**config.mk**
```make
export PLATFORM = sky130hd
export DESIGN_NAME = load_store_unit
export DESIGN_NICKNAME = d
export VERILOG_FILES = /design/src/rtl/load_store_unit.sv
export SDC_FILE = /design/constraint.sdc
export NUM_CORES = 1
export LEC_CHECK = 0
export CAP_MARGIN = 10
export CORE_UTILIZATION = 41
export DETAILED_ROUTE_END_ITERATION = 7
export PLACE_DENSITY = 0.78
export SYNTH_ARGS = -nofsm -noshare
export SYNTH_HDL_FRONTEND = slang
export SYNTH_SLANG_ARGS = --single-unit
```
**constraint.sdc**
```tcl
create_clock -name clk_i -period 2.3 [get_ports clk_i]
set_clock_uncertainty 0.1 [all_clocks]
set_input_delay 0.69 -clock clk_i [delete_from_list [all_inputs] [get_ports clk_i]]
set_output_delay 0.69 -clock clk_i [all_outputs]
set_load 0.01 [all_outputs]
```
**src/rtl/load_store_unit.sv**
```systemverilog
// RV32 load/store unit for a single-port word-wide data memory.
// Sub-word stores use read-modify-write; LSU_MISALIGN_CHECK_EN enables misalignment errors.
module load_store_unit #(
    parameter int datawidth = 32,
    parameter int dmemwidth = 12
) (
    input  logic                 clk_i,
    input  logic                 rst_ni,
    input  logic                 req_valid_i,
    output logic                 req_ready_o,
    input  logic                 req_we_i,
    input  logic [2:0]           req_funct3_i,
    input  logic [31:0]          req_addr_i,
    input  logic [datawidth-1:0] req_wdata_i,
    output logic                 rsp_valid_o,
    output logic [datawidth-1:0] rsp_rdata_o,
    output logic                 rsp_err_o,
    output logic [dmemwidth-1:0] dmem_addr_o,
    output logic [datawidth-1:0] dmem_wdata_o,
    output logic                 dmem_wren_o,
    input  logic [datawidth-1:0] dmem_rdata_i
);

    typedef enum logic [2:0] {
        IDLE,
        RD,
        RDATA,
        WR,
        RESP
    } state_t;

    state_t                 state;
    state_t                 state_next;
    logic                   we_q;
    logic [2:0]             f3_q;
    logic [1:0]             off_q;
    logic [dmemwidth-1:0]   waddr_q;
    logic [datawidth-1:0]   wdata_q;
    logic [datawidth-1:0]   rdata_q;
    logic                   err_q;

    logic                   accept;
    logic                   f3_legal;
    logic                   misalign;
    logic                   req_err;
    logic [1:0]             req_off;
    logic [7:0]             lane_b;
    logic [15:0]            lane_h;
    logic [datawidth-1:0]   load_val;
    logic [datawidth-1:0]   merged;
    logic                   addr_unused;

    // upper address bits wrap modulo memory size, low bits feed lane select
    assign addr_unused = ^req_addr_i[31:dmemwidth+2];

    assign accept      = req_valid_i && (state == IDLE);
    assign req_ready_o = (state == IDLE);
    assign rsp_valid_o = (state == RESP);
    assign dmem_wren_o = (state == WR);
    assign dmem_addr_o = waddr_q;
    assign dmem_wdata_o = wdata_q;
    assign rsp_rdata_o = rdata_q;
    assign rsp_err_o   = err_q;

    // classify the incoming request: legal width/sign, alignment, lane offset
    always_comb begin
        f3_legal = 1'b0;
        misalign = 1'b0;
        req_off  = req_addr_i[1:0];
        case (req_funct3_i)
            3'b000, 3'b001, 3'b010: f3_legal = 1'b1;
            3'b100, 3'b101:         f3_legal = !req_we_i;
            default:                f3_legal = 1'b0;
        endcase
        case (req_funct3_i[1:0])
            2'b01:   req_off = {req_addr_i[1], 1'b0};
            2'b10:   req_off = 2'b00;
            default: req_off = req_addr_i[1:0];
        endcase
`ifdef LSU_MISALIGN_CHECK_EN
        case (req_funct3_i[1:0])
            2'b01:   misalign = req_addr_i[0];
            2'b10:   misalign = (req_addr_i[1:0] != 2'b00);
            default: misalign = 1'b0;
        endcase
`endif
        req_err = !f3_legal || misalign;
    end

    // extract and extend the load lane, and merge sub-word store data
    always_comb begin
        lane_b   = dmem_rdata_i[{off_q, 3'b000} +: 8];
        lane_h   = off_q[1] ? dmem_rdata_i[31:16] : dmem_rdata_i[15:0];
        load_val = dmem_rdata_i;
        merged   = dmem_rdata_i;
        case (f3_q)
            3'b000:  load_val = {{24{lane_b[7]}}, lane_b};
            3'b001:  load_val = {{16{lane_h[15]}}, lane_h};
            3'b100:  load_val = {24'h0, lane_b};
            3'b101:  load_val = {16'h0, lane_h};
            default: load_val = dmem_rdata_i;
        endcase
        case (f3_q[1:0])
            2'b00:   merged[{off_q, 3'b000} +: 8] = wdata_q[7:0];
            2'b01:   merged[{off_q[1], 4'b0000} +: 16] = wdata_q[15:0];
            default: merged = dmem_rdata_i;
        endcase
    end

    // state register
    always_ff @(posedge clk_i or negedge rst_ni) begin
        if (!rst_ni) state <= IDLE;
        else         state <= state_next;
    end

    // next-state sequencing of the memory access
    always_comb begin
        state_next = state;
        case (state)
            IDLE: begin
                if (accept) begin
                    if (req_err)
                        state_next = RESP;
                    else if (req_we_i && req_funct3_i == 3'b010)
                        state_next = WR;
                    else
                        state_next = RD;
                end
            end
            RD:      state_next = RDATA;
            RDATA:   state_next = we_q ? WR : RESP;
            WR:      state_next = RESP;
            RESP:    state_next = IDLE;
            default: state_next = IDLE;
        endcase
    end

    // request latches, write word and response registers
    always_ff @(posedge clk_i or negedge rst_ni) begin
        if (!rst_ni) begin
            we_q    <= 1'b0;
            f3_q    <= 3'b000;
            off_q   <= 2'b00;
            waddr_q <= '0;
            wdata_q <= '0;
            rdata_q <= '0;
            err_q   <= 1'b0;
        end else begin
            case (state)
                IDLE: begin
                    if (accept) begin
                        we_q    <= req_we_i;
                        f3_q    <= req_funct3_i;
                        off_q   <= req_off;
                        waddr_q <= req_addr_i[dmemwidth+1:2];
                        wdata_q <= req_wdata_i;
                        if (req_err) begin
                            rdata_q <= '0;
                            err_q   <= 1'b1;
                        end
                    end
                end
                RDATA: begin
                    if (we_q) begin
                        wdata_q <= merged;
                    end else begin
                        rdata_q <= load_val;
                        err_q   <= 1'b0;
                    end
                end
                WR: begin
                    rdata_q <= '0;
                    err_q   <= 1'b0;
                end
                default: ;
            endcase
        end
    end

endmodule

```
---- Word-level counts from Yosys, hierarchy flattened ----
Cells that the tools add are included.
W data, S select, Z words.
operators by class
  add/subtract/negate cells ............... 2
  eq/ne operators ......................... 18
  shifts and indexed selects .............. 5
  muxes and demuxes ....................... 23
  reductions and logical operators ........ 14
operator list
  kind                       number
  $mux W32                   5
  $pmux W32 S2               2
  $pmux W32 S4               1
  $pmux W32 S3               1
  $bwmux W32                 2
  $shift A16 B7 Y32 const A  1
  $shift A8 B7 Y32 const A   1
  $shiftx A16 B7 Y32         1
  $shiftx A32 B6 Y8          1
  $shiftx A8 B7 Y32          1
  $mux W16                   1
  $eq A3 B3 Y1 const B       5
  $neg A5 Y7                 2
  $pmux W3 S4                1
  $eq A3 B1 Y1 const B       3
  $eq A3 B2 Y1 const B       3
  $logic_not A3 Y1           3
  $mux W3                    3
  $ne A2 B2 Y1 const B       3
  $eq A2 B1 Y1 const B       2
  $pmux W2 S2                1
  $reduce_and A4 Y1          1
  $mux W1                    3
  $pmux W1 S3                1
  13 further kinds           14
word-level totals
  flip-flop bits (word level) ............. 86
  bits of input ports ..................... 103
  output and inout port bits .............. 80
  logic and storage cells ................. 70

---- Depth between registers and ports, before layout ----
Gate-level depths: netlist of the first run.
  word-level depth ........................ 6
  depth in mapped cells ................... 9
  mapped depth without buffers ............ 6

---- Worst setup path after synthesis of the first run ----
Ideal clock, no wire load.
  path type ............................... flip-flop to flip-flop
  start ................................... register off_q[1]
  end ..................................... register wdata_q[26] (netlist: dmem_wdata_o[26])
  setup time .............................. 0.095 ns
  arrival time ............................ 2.305 ns
  required time ........................... 2.105 ns
  slack ................................... -0.200 ns
  stages on the path, launching flop included .. 10
  path buffers ............................ 3
  period minus slack after synthesis ...... 2.500 ns
  path through ............................ dfrtp_1 buf_2 buf_2 inv_1 clkbuf_1 ha_1 nor4b_1 and3_1 a2111oi_0 o31ai_1
between the ends
  longest elaborated chain between the ends .. 6
  elaborated cells on any way between the ends .. 11
  those cells by class .................... add/sub (2); shift (4); mux (5)
ends and longest elaborated chain
  element                                           line      text
  start: declaration                                36        logic [1:0] off_q;
  start signal: assignment                          154       off_q <= req_off;
  $neg A5 Y7 (on tied branches)                     105, 104
  $shiftx A16 B7 Y32, or another cell as far along  105       2'b01: merged[{off_q[1], 4'b0000} +: 16] = wdata_q[15:0];
  $bwmux W32 (on tied branches)                     105, 104
  $pmux W32 S2 (*)                                  103       case (f3_q[1:0])
  $mux W32 (*)                                      164       if (we_q) begin
  $pmux W32 S2 (*)                                  149       case (state)
  end signal: assignment                            156       wdata_q <= req_wdata_i;
  end signal: assignment                            165       wdata_q <= merged;
  end: declaration                                  38        logic [datawidth-1:0] wdata_q;
Mark *: on every way between the ends. The rest lies on a longest branch, timed or not. The select of a mux whose other input is x is not followed.
A chain may end at the register's enable or synchronous reset.

---- Worst setup path after layout of the first run ----
  start ................................... register wdata_q[4] (netlist: dmem_wdata_o[4])
  end ..................................... output port dmem_wdata_o[4]
RTL lines
  element           line  text
  end: declaration  19    output logic [datawidth-1:0] dmem_wdata_o,
No word-level cell between the ends.

==> results of run 1 <==
==> state kept, by name, indices dropped and copies added (netlist names) <==
register / cells
dmem_addr_o: 12
dmem_wdata_o: 32
f3_q: 3
off_q: 2
rsp_err_o: 1
rsp_rdata_o: 32
state: 3
we_q: 1
==> worst register-to-register path, cell delays in order (launching register included) <==
cell       delay, ns
dfrtp_2         0.46
ha_1            0.23
buf_4           0.17
nor3b_1         0.14
and4b_1         0.23
a2111oi_1       0.46
buf_4           0.19
o31ai_1         0.06
==> layout make-up <==
| cell class | instances | area (um2) | area share |
|---|---|---|---|
| multi-input combinational | 372 | 2577 | 0.3446 |
| timing repair buffer | 234 | 2198 | 0.2939 |
| sequential | 86 | 2156 | 0.2882 |
| clock buffer | 9 | 225.2 | 0.03011 |
| tap | 143 | 178.9 | 0.02392 |
| inverter | 20 | 75.07 | 0.01004 |
| clock inverter | 7 | 68.82 | 0.009200 |
==> power groups by stage <==
stage | logic (mW) | registers (mW) | clock network (mW)
after floorplan | 2.76 | 2.82 | 0
after global placement | 5.36 | 2.72 | 0
after detailed placement | 5.49 | 2.74 | 0
after CTS | 5.57 | 2.71 | 1.47
after global routing | 6.07 | 2.80 | 1.52
final | 5.63 | 2.72 | 1.43
==> cell usage after synthesis (3+ instances only) <==
library cell	instances	area [um2]
a2111oi_0	7	61.31
a211oi_1	5	37.54
a21o_1	5	37.54
a21oi_1	15	75.07
a221o_1	11	110.1
a221oi_1	9	78.83
a22o_1	9	78.83
a22oi_1	16	120.1
a31oi_1	8	50.05
and2_1	19	118.9
and3_1	6	37.54
and4b_1	3	30.03
buf_2	19	95.09
clkbuf_1	17	63.81
dfrtp_1	86	2152
ha_1	8	100.1
inv_1	19	71.32
mux2_2	19	214.0
mux2i_1	4	40.04
nand2_1	61	229.0
nand2b_1	12	75.07
nor2_1	33	123.9
nor2b_1	5	31.28
nor3_1	6	30.03
nor4b_1	3	26.28
o21a_1	3	22.52
o21ai_0	33	165.2
o221ai_1	12	105.1
o22ai_1	4	25.02
o31ai_1	12	90.09
o32ai_1	11	96.34
or3_1	4	25.02
==> per-layer routing <==
layer / share of wire / wire [um] / GRT usage / vias up
li1: - / - / - / 2349
met1: 0.41 / 7213 / 0.3645 / 2451
met3: 0.074 / 1296 / 0.05607 / 52
met5: 0 / 0 / 0 / -
met2: 0.47 / 8144 / 0.4613 / 279
met4: 0.047 / 823 / 0.1577 / 0
==> kinds of logic (layout without fill, tap and decap cells) <==
kind of cell             count (synthesis)  after routing  synth area share
buffers and inverters                   60            270           0.05310
multiplexers                            23             23           0.05158
flip-flops                              86             86            0.4370
AO/OA/AOI/OAI                          174            174            0.2597
AND/OR/NAND/NOR                        167            167            0.1784
adder cells (fa/ha/maj)                  8              8           0.02033
==> through the flow <==
stage / TNS, ns / instances / power, mW
floorplan: 0 / 518 / 5.582
global placement: -9.086 / 852 / 8.085
detailed placement: -12.63 / 852 / 8.235
CTS: 0 / 871 / 9.742
global route: -0.01858 / 871 / 10.40
finish: 0 / 871 / 9.779
==> worst paths after layout <==
check | start | to | slack [ns] | cells after the start
min in group clk_i | dmem_wdata_o[27] | dmem_wdata_o[27] | 0.38 | 2
min reg2reg | dmem_wdata_o[27] | dmem_wdata_o[27] | 0.38 | 2
min | rst_ni | dmem_addr_o[11] | 0.13 | 1
max | dmem_wdata_o[4] | dmem_wdata_o[4] | 0.05 | 1
max in group asynchronous | rst_ni | dmem_wdata_o[9] | 1.33 | 2
max reg2reg | off_q[0] | dmem_wdata_o[24] | 0.13 | 7
==> what timing repair did <==
action	CTS	global route
buffers inserted	3	0
resized for setup	7	7
hold buffers	0	0
setup endpoints to repair	5	37
==> results by group, run 1 <==
Outcome
  • Status: complete, but fails checks
  • Failing checks: DRC

Clocking
  • Clock Sinks: 86
  • Skew-Pair Late Insertion Delay: 0.35 ns
  • CTS clock-pin slew for the worst setup and hold paths: 0.07 ns
  • Worst-case clock buffer depth: 2
  • Root buffer cell: clkbuf_16
  • Clock buffer count from CTS: 9
  • CTS tree: built
  • H-tree levels: 3

Synth
  • Distinct cells, synth: 62
  • Syn Area/Cell: 9.507 um2
  • Top_reg_cell synth: dfrtp_1
  • Syn Inst Count: 518
  • Post-synth EDFFs: 0
  • Synth Cell Area: 0.004925 mm2
  • Flops & latches, synth: 86
  • Register area share after synthesis: 0.4370
  • Share of flip-flops with an asynchronous set or reset: 1.000
  • Synth warnings: 0
  • Mapped Nets: 629

Critical path
  • Worst setup path class: reg2out
  • CP top delay family: buffers and inverters
  • CP endpoint kind: output port
  • Sequence of cells on the critical path: clkdlybuf4s50_1
  • Crit-path max FO: 5
  • Critical Path RT: 1.51 ns
  • Crit path largest cell delay: 0.61 ns
  • Setup crit start kind: register
  • CP Buf/Inv Count: 1
  • CP max-delay cell: clkdlybuf4s50_1
  • Worst path arrival time: 1.46 ns

Place
  • Placed cell area: 0.007143 mm2
  • PortBufs: 164
  • Dpl ws: -0.2938 ns
  • Post-DP HPWL: 13.38 mm
  • GPL Wtd Cong: 0.8982

Timing
  • Slew HR: 0.6798
  • Final WS setup: 0.05292 ns
  • Worst-margin pin slew: 0.4681 ns
  • Setup violators final: 0
  • Final hold vios: 0
  • Min cycle time layout: 2.247 ns
  • Final Cycle Share: 0.9770
  • Fmax: 445.0 MHz
  • Max-slew violations: 0
  • Worst hold slack: 0.1308 ns

Run
  • # Max-Cap Violations: 0

Routing
  • Antenna Violating Nets Remaining: 0
  • Initial DRC Count: 400
  • Drt first pass iters: 8
  • DR vias/cell: 5.891
  • Drt drc: 9
  • WL/cell: 20.07 um
  • Overall routed net length: 17.48 mm
  • Vias: 5131

Finish
  • Nets: 834
  • Commonest cells after routing, fill and taps aside: 160 x clkdlybuf4s50_1, 83 x dfrtp_1, 68 x buf_4
  • Layout cells sized above 1: 0.1703
  • Most common cell after layout, fill and taps aside: clkdlybuf4s50_1
  • Area grow syn2layout: 51.88%
  • Post-layout utilization of the core: 0.6468
  • Design Area, Final: 0.007480 mm2
  • Fill cells: 918
  • Antenna cells: 0

Power
  • IR drop worst, VDD: 0.7368 mV
  • P_sw: 4.006 mW
  • Sw Ratio: 0.4097
  • Static Leak: 3.257 nW
  • Int Power: 5.773 mW
  • Logic pwr share: 0.575
  • Seq pwr share: 0.278
  • P per Cell Area: 1307 mW/mm2
  • Clock power frac: 0.147

Floorplan
  • FP Rows: 39
  • IO Count: 183
  • Core area: 0.01156 mm2
  • Initial Util: 0.4258
  • Die Wd: 111.6 um
  • Die ar.: 0.01245 mm2
  • Die Ht: 111.6 um

GRT
  • Vias in the first global route: 5183
  • Pin count of the biggest net entering global routing: 45
  • First-pass GRT wire length: 27.59 mm
  • Total GRT Usage: 0.2868
  • Initial antenna violation count: 0
  • Grt ovf: 0

Min path
  • Hold Crit Class: in2async
Note: power is estimated with default switching activity, not from simulation.
==> run 2, diff against run 1 <==
--- a/config.mk
+++ b/config.mk
@@ -6,9 +6,12 @@
 export NUM_CORES = 1
 export LEC_CHECK = 0
 export CAP_MARGIN = 10
+export CORE_MARGIN = 2
 export CORE_UTILIZATION = 41
 export DETAILED_ROUTE_END_ITERATION = 7
+export GPL_ROUTABILITY_DRIVEN = 0
 export PLACE_DENSITY = 0.78
+export SLEW_MARGIN = 25
 export SYNTH_ARGS = -nofsm -noshare
 export SYNTH_HDL_FRONTEND = slang
 export SYNTH_SLANG_ARGS = --single-unit
==> run 2 against run 1 <==
Against the previous run:
- setup slack worse by 0.0055 ns
- non-clock buffer count is 7 lower
- first-iteration DRC count increased by 28%
- critical path depth is the same
- cell area down 0.38%
- wire length increased by 0.41%
- highest routed layer unchanged
- the flow now finishes without violations
- final cell count decreased by 0.34%
==> results by group, run 2 (synthesized netlist as in run 1, its figures left out) <==
Finish
  • Nets: 827 (was 834)
  • Area grow syn2layout: 51.30% (was 51.88%)
  • Layout cells sized above 1: 0.1678 (was 0.1703)
  • FF+latch area: 0.002157 mm2 (was 0.002156 mm2)
  • Fill cells: 923 (was 918)
  • Commonest cells after routing, fill and taps aside: 160 x clkdlybuf4s50_1, 82 x dfrtp_1, 61 x nand2_1 (was 160 x clkdlybuf4s50_1, 83 x dfrtp_1, 68 x buf_4)
  • Antenna cells: 0 (unchanged)
  • Design Area, Final: 0.007451 mm2 (was 0.007480 mm2)
  • Area of the multi-input gates: 0.002596 mm2 (was 0.002577 mm2)
  • Post-layout utilization of the core: 0.6282 (was 0.6468)
  • Most common cell after layout, fill and taps aside: clkdlybuf4s50_1 (unchanged)
  • Non-Filler Instances: 868 (was 871)

Routing
  • Drt first pass iters: 6 (was 8)
  • Drt drc: 0 (was 9)
  • WL/cell: 20.22 um (was 20.07 um)
  • Vias: 5234 (was 5131)
  • Antenna Violating Nets Remaining: 0 (unchanged)
  • Overall routed net length: 17.55 mm (was 17.48 mm)
  • DR vias/cell: 6.030 (was 5.891)
  • Initial DRC Count: 512 (was 400)

Timing
  • Final hold vios: 0 (unchanged)
  • RSZ-0062 raised after global routing: true
  • Worst-margin pin slew: 0.5800 ns (was 0.4681 ns)
  • Min cycle time layout: 2.253 ns (was 2.247 ns)
  • Setup violators final: 0 (unchanged)
  • Slew HR: 0.6133 (was 0.6798)
  • Final Cycle Share: 0.9794 (was 0.9770)
  • Fmax: 443.9 MHz (was 445.0 MHz)
  • Setup TNS: 0 ns (unchanged)
  • Max-slew violations: 0 (unchanged)

Critical path
  • CP Buf/Inv Count: 1 (unchanged)
  • CP top delay family: buffers and inverters (unchanged)
  • R2R Path End: dmem_wdata_o[9] (was dmem_wdata_o[24])
  • Worst R2R Setup Slack: 0.08 ns (was 0.13 ns)
  • FF-to-FF path depth: 7 (unchanged)
  • CP max-delay cell: clkdlybuf4s50_1 (unchanged)
  • Worst setup path class: reg2out (unchanged)
  • Crit path largest cell delay: 0.60 ns (was 0.61 ns)
  • Sequence of cells on the critical path: clkdlybuf4s50_1 (unchanged)
  • Crit-path max FO: 5 (unchanged)
  • CP endpoint kind: output port (unchanged)
  • Critical Path RT: 1.51 ns (about the same)
  • Setup crit start kind: register (unchanged)
  • Worst path arrival time: 1.46 ns (about the same)
  • Launch point of the worst reg-to-reg path: off_q[1] (was off_q[0])

Floorplan
  • Core area: 0.01186 mm2 (was 0.01156 mm2)
  • Die Wd: 113.6 um (was 111.6 um)
  • Initial Util: 0.4152 (was 0.4258)
  • IO Count: 183 (unchanged)
  • Die ar.: 0.01290 mm2 (was 0.01245 mm2)
  • Die Ht: 113.6 um (was 111.6 um)
  • FP Rows: 40 (was 39)

Place
  • Placed cell area: 0.007108 mm2 (was 0.007143 mm2)
  • Post-DP HPWL: 13.16 mm (was 13.38 mm)
  • PortBufs: 164 (unchanged)
  • Total placed cells including tap cells: 849 (was 852)

GRT
  • Grt ovf: 0 (unchanged)
  • Total GRT Usage: 0.2690 (was 0.2868)
  • Vias in the first global route: 5209 (was 5183)
  • First-pass GRT wire length: 27.05 mm (was 27.59 mm)
  • Pin count of the biggest net entering global routing: 42 (was 45)
  • Initial antenna violation count: 0 (unchanged)

Power
  • P per Cell Area: 1311 mW/mm2 (was 1307 mW/mm2)
  • Static Leak: 3.221 nW (was 3.257 nW)
  • IR drop worst, VDD: 0.6257 mV (was 0.7368 mV)

Run
  • # Max-Cap Violations: 0 (unchanged)

Clocking
  • Skew-Pair Late Insertion Delay: 0.35 ns (about the same)
  • CTS tree: built (unchanged)
  • Clock buffer count from CTS: 9 (unchanged)
  • Root buffer cell: clkbuf_16 (unchanged)
  • H-tree levels: 3 (unchanged)
  • CTS Hold Bufs: 0 (unchanged)
  • CTS clock-pin slew for the worst setup and hold paths: 0.07 ns (about the same)
  • Worst-case clock buffer depth: 2 (unchanged)
  • Clock Sinks: 86 (unchanged)

Outcome
  • Status: finished, final reports clean (was complete, but fails checks)

Min path
  • Hold Crit Class: in2async (unchanged)
run 2: cell types whose count changed in the layout (fill, tap and decap cells not counted), sizes merged:
cell	delta
buf	-7
clkinv	-1
inv	+1
run 2: power breakdown:
part | switching (mW) | total [mW] | internal, mW
registers | 0.562 | 2.73 | 2.16
clock network | 0.684 | 1.43 | 0.744
logic | 2.79 | 5.61 | 2.83
total | 4.03 | 9.77 | 5.74
run 2: repair_timing:
item,4_1_cts,5_1_grt
buffers inserted,3,0
gates resized for setup,10,6
endpoints found under the setup margin,8,18
endpoints found under the hold margin,0,0
run 2: how the worst max path moves through the flow:
stage                     from               end  slack [ns]  depth (start not counted)
2_1_floorplan         off_q[1]  dmem_wdata_o[23]        0.02                          9
3_3_place_gp       req_valid_i   dmem_wdata_o[5]       -0.23                          6
3_5_place_dp       req_valid_i   dmem_wdata_o[5]       -0.28                          6
4_1_cts               off_q[1]  dmem_wdata_o[19]        0.07                          6
5_1_grt        req_funct3_i[0]   rsp_rdata_o[31]       -0.02                          8
6_report       dmem_wdata_o[1]   dmem_wdata_o[1]        0.05                          1
run 2: cell type report:
cell class / count / share of cell area
clock buffers: 9 / 0.03023
clock inverters: 7 / 0.007389
inverters: 20 / 0.01008
multi-input cells: 372 / 0.3484
flip-flops and latches: 86 / 0.2895
well taps: 147 / 0.02469
repair buffers: 227 / 0.2897
run 2: metrics by stage:
step,hold WS [ns],setup slack (ns),total power [mW]
4_1_cts,0.2550,0.06714,9.672
3_3_place_gp,0.3655,-0.2307,7.970
3_5_place_dp,0.3690,-0.2797,8.160
2_1_floorplan,0.2944,0.01640,5.582
6_report,0.2366,0.04741,9.769
5_1_grt,0.2783,-0.02391,10.33
run 2: per-layer routing:
layer | up-vias | global-route usage | wire length [um]
met2 | 324 | 0.4303 | 8306
met4 | 0 | 0.1317 | 871
li1 | 2334 | - | -
met1 | 2513 | 0.3451 | 6810
met5 | - | 0 | 0
met3 | 63 | 0.06217 | 1562
==> run 3, diff against run 2 <==
--- a/config.mk
+++ b/config.mk
@@ -5,7 +5,6 @@
 export SDC_FILE = /design/constraint.sdc
 export NUM_CORES = 1
 export LEC_CHECK = 0
-export CAP_MARGIN = 10
 export CORE_MARGIN = 2
 export CORE_UTILIZATION = 41
 export DETAILED_ROUTE_END_ITERATION = 7
==> results of run 3 <==
Same layout as run 2: the final DEF is identical, and so are final timing and power.
